===== config.mk =====
export PLATFORM = sky130hd
export DESIGN_NAME = mem_port_arbiter_flat
export DESIGN_NICKNAME = d
export VERILOG_FILES = /design/src/rtl/mem_port_arbiter_if.sv /design/src/rtl/mem_port_arbiter.sv /design/src/flat_wrapper.sv
export SDC_FILE = /design/constraint.sdc
export NUM_CORES = 1
export LEC_CHECK = 0
export BUFFER_PORTS_ARGS = -buffer_cell sky130_fd_sc_hd__buf_2
export CORE_UTILIZATION = 49
export CTS_CLUSTER_DIAMETER = 30
export DETAILED_ROUTE_END_ITERATION = 12
export GPL_TIMING_DRIVEN = 0
export MAX_ROUTING_LAYER = met4
export PLACE_DENSITY = 0.84
export SLEW_MARGIN = 20
export SYNTH_ARGS = -nofsm -noshare
export SYNTH_HDL_FRONTEND = slang
export SYNTH_SLANG_ARGS = --single-unit

===== constraint.sdc =====
create_clock -name clk -period 2.4 [get_ports clk]
set_input_delay 0.12 -clock clk [delete_from_list [all_inputs] [get_ports clk]]
set_output_delay 0.12 -clock clk [all_outputs]
set_load 0.02 [all_outputs]

===== src/rtl/mem_port_arbiter_if.sv =====
// Bundle of the pipeline-side request/response signals and the memory-macro
// side request signals handled by mem_port_arbiter.
interface mem_port_arbiter_if #(
    parameter int WORD_LEN = 32
);
    logic                if_req;
    logic [WORD_LEN-1:0] if_addr;
    logic [WORD_LEN-1:0] if_rdata;
    logic                if_valid;
    logic                if_stall;
    logic                mem_rd;
    logic                mem_wr;
    logic [WORD_LEN-1:0] mem_addr;
    logic [WORD_LEN-1:0] mem_wdata;
    logic [WORD_LEN-1:0] mem_rdata;
    logic                mem_valid;
    logic                mem_stall;
    logic                ram_req;
    logic                ram_we;
    logic [WORD_LEN-1:0] ram_addr;
    logic [WORD_LEN-1:0] ram_wdata;
    logic [WORD_LEN-1:0] ram_rdata;
    logic                ram_ready;
    logic                bus_err;

    // Arbiter side
    modport slave (
        input  if_req, if_addr, mem_rd, mem_wr, mem_addr, mem_wdata,
        input  ram_rdata, ram_ready,
        output if_rdata, if_valid, if_stall, mem_rdata, mem_valid, mem_stall,
        output ram_req, ram_we, ram_addr, ram_wdata, bus_err
    );

    // Pipeline stages plus memory macro side
    modport master (
        output if_req, if_addr, mem_rd, mem_wr, mem_addr, mem_wdata,
        output ram_rdata, ram_ready,
        input  if_rdata, if_valid, if_stall, mem_rdata, mem_valid, mem_stall,
        input  ram_req, ram_we, ram_addr, ram_wdata, bus_err
    );
endinterface


===== src/rtl/mem_port_arbiter.sv =====
// Shares one single-ported memory between instruction fetch (IF) and
// load/store (MEM). MEM is preferred because it holds the older instruction;
// a run counter forces an IF grant after MAX_MEM_RUN back-to-back MEM grants.
// Accesses that never see ram_ready are aborted after TIMEOUT_CYC cycles.
module mem_port_arbiter #(
    parameter int WORD_LEN    = 32,
    parameter int MAX_MEM_RUN = 4,
    parameter int TIMEOUT_CYC = 255
) (
    input logic               clk,
    input logic               rst,
    mem_port_arbiter_if.slave bus
);
    typedef enum logic [1:0] {
        IDLE = 2'd0,
        BUSY = 2'd1,
        RESP = 2'd2
    } state_t;

    localparam logic [3:0] RUN_LIMIT = 4'(MAX_MEM_RUN);
    // Abort happens in the TIMEOUT_CYC-th BUSY cycle, where the count still reads one less
    localparam logic [7:0] TMO_LAST  = 8'(TIMEOUT_CYC - 1);

    state_t              state_q;
    state_t              state_d;
    logic                grant_mem_q;
    logic                we_q;
    logic [WORD_LEN-1:0] addr_q;
    logic [WORD_LEN-1:0] wdata_q;
    logic [WORD_LEN-1:0] if_rdata_q;
    logic [WORD_LEN-1:0] mem_rdata_q;
    logic [3:0]          mem_run_q;
    logic [7:0]          tmo_cnt_q;
    logic                bus_err_q;

    logic any_mem;
    logic any_req;
    logic pick_mem;
    logic ram_done;
    logic ram_abort;

    assign any_mem   = bus.mem_rd | bus.mem_wr;
    assign any_req   = any_mem | bus.if_req;
    // MEM wins unless IF is waiting and MEM has used up its run allowance
    assign pick_mem  = any_mem & ~(bus.if_req & (mem_run_q == RUN_LIMIT));
    // ram_ready beats a simultaneous timeout
    assign ram_done  = (state_q == BUSY) & bus.ram_ready;
    assign ram_abort = (state_q == BUSY) & ~bus.ram_ready & (tmo_cnt_q == TMO_LAST);

    // State register
    always_ff @(posedge clk) begin
        if (rst) begin
            state_q <= IDLE;
        end else begin
            state_q <= state_d;
        end
    end

    // Next-state decode
    always_comb begin
        state_d = state_q;
        case (state_q)
            IDLE:    if (any_req) state_d = BUSY;
            BUSY:    if (ram_done || ram_abort) state_d = RESP;
            RESP:    state_d = IDLE;
            default: state_d = IDLE;
        endcase
    end

    // Latch the winner's access at grant time; held stable for the whole BUSY phase
    always_ff @(posedge clk) begin
        if (rst) begin
            grant_mem_q <= 1'b0;
            we_q        <= 1'b0;
            addr_q      <= '0;
            wdata_q     <= '0;
        end else if (state_q == IDLE && any_req) begin
            grant_mem_q <= pick_mem;
            we_q        <= pick_mem & bus.mem_wr;
            addr_q      <= pick_mem ? bus.mem_addr : bus.if_addr;
            wdata_q     <= pick_mem ? bus.mem_wdata : '0;
        end
    end

    // Anti-starvation run counter and access timeout counter
    always_ff @(posedge clk) begin
        if (rst) begin
            mem_run_q <= '0;
            tmo_cnt_q <= '0;
        end else if (state_q == IDLE) begin
            tmo_cnt_q <= '0;
            if (!bus.if_req || !pick_mem) begin
                mem_run_q <= '0;
            end else if (mem_run_q != 4'd15) begin
                mem_run_q <= mem_run_q + 4'd1;
            end
        end else if (state_q == BUSY && !bus.ram_ready) begin
            tmo_cnt_q <= tmo_cnt_q + 8'd1;
        end
    end

    // Capture read data (zero on abort) and the sticky error flag
    always_ff @(posedge clk) begin
        if (rst) begin
            if_rdata_q  <= '0;
            mem_rdata_q <= '0;
            bus_err_q   <= 1'b0;
        end else if (ram_done || ram_abort) begin
            if (ram_abort) begin
                bus_err_q <= 1'b1;
            end
            if (!we_q) begin
                if (grant_mem_q) begin
                    mem_rdata_q <= ram_done ? bus.ram_rdata : '0;
                end else begin
                    if_rdata_q <= ram_done ? bus.ram_rdata : '0;
                end
            end
        end
    end

    assign bus.ram_req   = (state_q == BUSY);
    assign bus.ram_we    = (state_q == BUSY) & we_q;
    assign bus.ram_addr  = addr_q;
    assign bus.ram_wdata = wdata_q;
    assign bus.if_valid  = (state_q == RESP) & ~grant_mem_q;
    assign bus.mem_valid = (state_q == RESP) & grant_mem_q;
    assign bus.if_rdata  = if_rdata_q;
    assign bus.mem_rdata = mem_rdata_q;
    assign bus.if_stall  = bus.if_req & ~bus.if_valid;
    assign bus.mem_stall = any_mem & ~bus.mem_valid;
    assign bus.bus_err   = bus_err_q;
endmodule


===== src/flat_wrapper.sv =====
// flat-port wrapper written by rule: the top's interface ports become plain ports
module mem_port_arbiter_flat 
#(
    parameter int WORD_LEN    = 32,
    parameter int MAX_MEM_RUN = 4,
    parameter int TIMEOUT_CYC = 255
)
  (clk, rst, bus_if_req, bus_if_addr, bus_mem_rd, bus_mem_wr, bus_mem_addr, bus_mem_wdata, bus_ram_rdata, bus_ram_ready, bus_if_rdata, bus_if_valid, bus_if_stall, bus_mem_rdata, bus_mem_valid, bus_mem_stall, bus_ram_req, bus_ram_we, bus_ram_addr, bus_ram_wdata, bus_bus_err);
  mem_port_arbiter_if #(.WORD_LEN(WORD_LEN)) bus_i ();
  input logic clk;
  input logic rst;
  input wire logic [$bits(bus_i.if_req)-1:0] bus_if_req;
  input wire logic [$bits(bus_i.if_addr)-1:0] bus_if_addr;
  input wire logic [$bits(bus_i.mem_rd)-1:0] bus_mem_rd;
  input wire logic [$bits(bus_i.mem_wr)-1:0] bus_mem_wr;
  input wire logic [$bits(bus_i.mem_addr)-1:0] bus_mem_addr;
  input wire logic [$bits(bus_i.mem_wdata)-1:0] bus_mem_wdata;
  input wire logic [$bits(bus_i.ram_rdata)-1:0] bus_ram_rdata;
  input wire logic [$bits(bus_i.ram_ready)-1:0] bus_ram_ready;
  output wire logic [$bits(bus_i.if_rdata)-1:0] bus_if_rdata;
  output wire logic [$bits(bus_i.if_valid)-1:0] bus_if_valid;
  output wire logic [$bits(bus_i.if_stall)-1:0] bus_if_stall;
  output wire logic [$bits(bus_i.mem_rdata)-1:0] bus_mem_rdata;
  output wire logic [$bits(bus_i.mem_valid)-1:0] bus_mem_valid;
  output wire logic [$bits(bus_i.mem_stall)-1:0] bus_mem_stall;
  output wire logic [$bits(bus_i.ram_req)-1:0] bus_ram_req;
  output wire logic [$bits(bus_i.ram_we)-1:0] bus_ram_we;
  output wire logic [$bits(bus_i.ram_addr)-1:0] bus_ram_addr;
  output wire logic [$bits(bus_i.ram_wdata)-1:0] bus_ram_wdata;
  output wire logic [$bits(bus_i.bus_err)-1:0] bus_bus_err;
  assign bus_i.if_req = bus_if_req;
  assign bus_i.if_addr = bus_if_addr;
  assign bus_i.mem_rd = bus_mem_rd;
  assign bus_i.mem_wr = bus_mem_wr;
  assign bus_i.mem_addr = bus_mem_addr;
  assign bus_i.mem_wdata = bus_mem_wdata;
  assign bus_i.ram_rdata = bus_ram_rdata;
  assign bus_i.ram_ready = bus_ram_ready;
  assign bus_if_rdata = bus_i.if_rdata;
  assign bus_if_valid = bus_i.if_valid;
  assign bus_if_stall = bus_i.if_stall;
  assign bus_mem_rdata = bus_i.mem_rdata;
  assign bus_mem_valid = bus_i.mem_valid;
  assign bus_mem_stall = bus_i.mem_stall;
  assign bus_ram_req = bus_i.ram_req;
  assign bus_ram_we = bus_i.ram_we;
  assign bus_ram_addr = bus_i.ram_addr;
  assign bus_ram_wdata = bus_i.ram_wdata;
  assign bus_bus_err = bus_i.bus_err;
  mem_port_arbiter #(.WORD_LEN(WORD_LEN), .MAX_MEM_RUN(MAX_MEM_RUN), .TIMEOUT_CYC(TIMEOUT_CYC)) u_core (.clk(clk), .rst(rst), .bus(bus_i));
endmodule

==> flow_metrics.tcl <==
set metrics [dict create \
    period_minus_slack_ns 2.356 \
    synth.distinct_cells 46 \
    layout-drive-gt1-share 0.3528 \
    syn_area_per_cell_um2 9.976 \
    clockBufferDepth 2 \
    cp_cell_sequence "dlygate4sd3_1 > buf_2 > nor2_1 > or2_1 > clkbuf_4 > buf_6 > nand2_1 > a311oi_2 > dlygate4sd3_1" \
    synth-seq-area-share 0.5262 \
    clk_latency_ns 0.53 \
    final_area_mm2 0.008961 \
    syn_nets 691 \
    yosysTopAreaCellShare 0.5262 \
    route.detailed.drc 0 \
    fmax_mhz 424.5 \
    firstDrtPassIters 8 \
    die_x_um 108.1 \
    routabilityCongestion 0.8435 \
    fin_worst_skew_ns 0.009900 \
    ios 269 \
    yosys_warnings 0 \
    grt_pass1_wl_mm 34.84 \
    h-tree-depth 4 \
    synthArstFlopShare 0 \
    p_switching_mw 2.018 \
    seqPwrFrac 0.391 \
    cp_slowest_cell "dlygate4sd3_1" \
    synthMostInstantiatedCell "dfxtp_1" \
    crit_cells 9 \
    r2r_start "u_core.mem_run_q[1]" \
    power.density_mw_per_mm2 763.3 \
    fillers 573 \
    critPathLaunchType "input pin" \
    rsz0062_at_grt "no" \
    grt_usage 0.4037 \
    cp_num_buf_inv 5 \
    synth_top_area_cell "dfxtp_1" \
    cp_slowest_stage_delay_ns 0.60 \
    cts_tree "yes" \
    sw_frac_of_total 0.2950 \
    synth_enable_flop_cells 0 \
    maxCapViolCount 0 \
    final_util 0.8230 \
    num_rows 38 \
    crit_path_end "u_core.bus.ram_addr[27]" \
    required_ns 2.87 \
    setup_viol 0 \
    dp.cells 959 \
    reg2reg_depth 9 \
    slew_violations 0 \
    postPlaceCellArea_mm2 0.007023 \
    dieArea_mm2 0.01169 \
    syn_inst 553 \
    r2r_end "u_core.bus.ram_addr[27]" \
    fp.dieH_um 108.1 \
    numCtsBuffers 17 \
    fin_cells 1118 \
    cp_common_cell "dlygate4sd3_1" \
    clk_pin_slew_worst_paths_ns 0.07 \
    critPathKind "input pin to register" \
    reg2reg_slack_ns 0.05 \
    grt_pass1_vias 6711 \
    synth_top_cells_by_area "dfxtp_1, a32o_1, nor2_1" \
    via_count 6824 \
    crit_start "bus_mem_wr" \
    ir_worst_vdd_v 0.0004838 \
    start_util 0.5067 \
    p_int_mw 4.822 \
    wirelength_mm 23.95 \
    num_antenna_cells 0 \
    grt_overflow_total 0 \
    ys_seq_elements 145 \
    power_frac_comb 0.189 \
    clockPowerShare 0.420 \
    cp_max_fo 10 \
    wl_per_cell_um 21.42 \
    synthFlopType "dfxtp_1" \
    antenna_found_initial 0 \
    clockRootBuffer "clkbuf_8" \
    hold_viol 0 \
    leakagePower_nw 4.198 \
    portBuffers 266 \
    crit_family "buffers and inverters" \
    routed_via_density 6.104 \
    cp.arrival_ns 2.83 \
    cts.sinks 145 \
    grt_start_max_net_pins 17 \
    synth_common_cells "dfxtp_1, nor2_1, nand2_1" \
    detail-route-antenna-nets 0 \
    first_iter_violations 719 \
    status "finished clean" \
    design.core.area_mm2 0.01089 \
    worstMarginPinSlew_ns 0.9378 \
    fin_setup_tns_ns 0 \
    max_slew_margin 0.3695 \
    hold_path.class "input pin to register" \
    area_growth_pct 62.44 \
    synth_area_mm2 0.005517 \
    finalCritPeriodShare 0.9816 \
    hpwl_mm 12.50 \
    final_nets 1103 \
    crit_path_end_kind "register" \
]
## worst min path at each step
stage                           start                        to  slack (ns)  depth (start not counted)
finish              bus_ram_rdata[22]   u_core.bus.if_rdata[22]        0.03                          3
global route        bus_ram_rdata[22]   u_core.bus.if_rdata[22]        0.04                          3
CTS                 bus_ram_rdata[22]   u_core.bus.if_rdata[22]      0.0008                          3
detailed placement  bus_mem_wdata[24]  u_core.bus.ram_wdata[24]        0.37                          3
global placement    bus_mem_wdata[19]  u_core.bus.ram_wdata[19]        0.35                          3
floorplan            bus_mem_wdata[0]   u_core.bus.ram_wdata[0]        0.27                          2
## placed cells by master (no fill, tap or decap), types with 4 or more instances in the layout
cell type and instances:
buf_2 279, dfxtp_1 144, dlygate4sd3_1 125, nor2_1 78, nand2_1 71, a22oi_1 33
a22o_1 32, a32o_1 32, a311oi_1 29, nor2b_1 18, clkbuf_1 18, clkbuf_16 16
buf_6 8, inv_1 6, nand4_1 5, inv_6 5, a21oi_1 4, xnor2_1 4
buf_4 4, ha_1 4, bufinv_16 4
## sequential cells by signal, indices dropped and copies added (netlist names)
| name | cells |
|---|---|
| u_core.bus.bus_err | 1 |
| u_core.bus.if_rdata | 32 |
| u_core.bus.mem_rdata | 32 |
| u_core.bus.ram_addr | 32 |
| u_core.bus.ram_wdata | 32 |
| u_core.grant_mem_q | 1 |
| u_core.mem_run_q | 4 |
| u_core.state_q | 2 |
| u_core.tmo_cnt_q | 8 |
| u_core.we_q | 1 |
## through the flow
| step | worst slack [ns] | total power, mW | hold WS [ns] |
|---|---|---|---|
| floorplan | 0.7487 | 3.301 | 0.2683 |
| global placement | 0.4943 | 3.652 | 0.3536 |
| detailed placement | 0.3295 | 3.698 | 0.3661 |
| CTS | 0.02826 | 6.658 | 0.0007912 |
| global route | 0.01574 | 7.029 | 0.03501 |
| finish | 0.04420 | 6.840 | 0.03159 |
## worst min-delay path, cell delays in order
cell and delay, ns:
buf_2 0.07, nor2b_1 0.20, a22o_1 0.15
## cell families after synthesis
logic type | after synthesis | synth area share
xor+xnor | 7 | 0.01111
simple gates | 194 | 0.1681
compound gates | 147 | 0.2334
flops | 145 | 0.5262
buf+inv | 56 | 0.05216
fa+ha+maj | 4 | 0.009073
## cell type report
class                   instances  area [um2]  share of cell area
repair buffers                393        2597              0.2899
multi-input cells             352        2346              0.2618
inverters                       8       30.03            0.003351
plain buffers                  48       279.0             0.03114
well taps                     140       175.2             0.01955
clock buffers                  18       427.9             0.04775
flip-flops and latches        145        2904              0.3241
clock inverters                14       201.4             0.02248
## per-layer routing
metal	part of all wire	global-route usage	up-vias
li1	-	-	2853
met4	0.080	0.2916	0
met1	0.33	0.4081	3125
met3	0.10	0.09885	196
met2	0.49	0.6806	650
met5	0	-	-
## what timing repair did
action                                  CTS  global route
setup buffers                             0             2
hold endpoints to repair                116             2
endpoints found under the setup margin    0             7
hold buffers                            125             2
resized for setup                         0            16
## power by group through the flow
stage	combinational (mW)	sequential, mW	clock (mW)
after floorplan	0.436	2.87	0
after global placement	0.961	2.69	0
after detailed placement	0.998	2.70	0
after CTS	1.17	2.65	2.83
after global routing	1.35	2.68	3.00
final	1.29	2.68	2.87
Power figures use the tool's default switching activity.
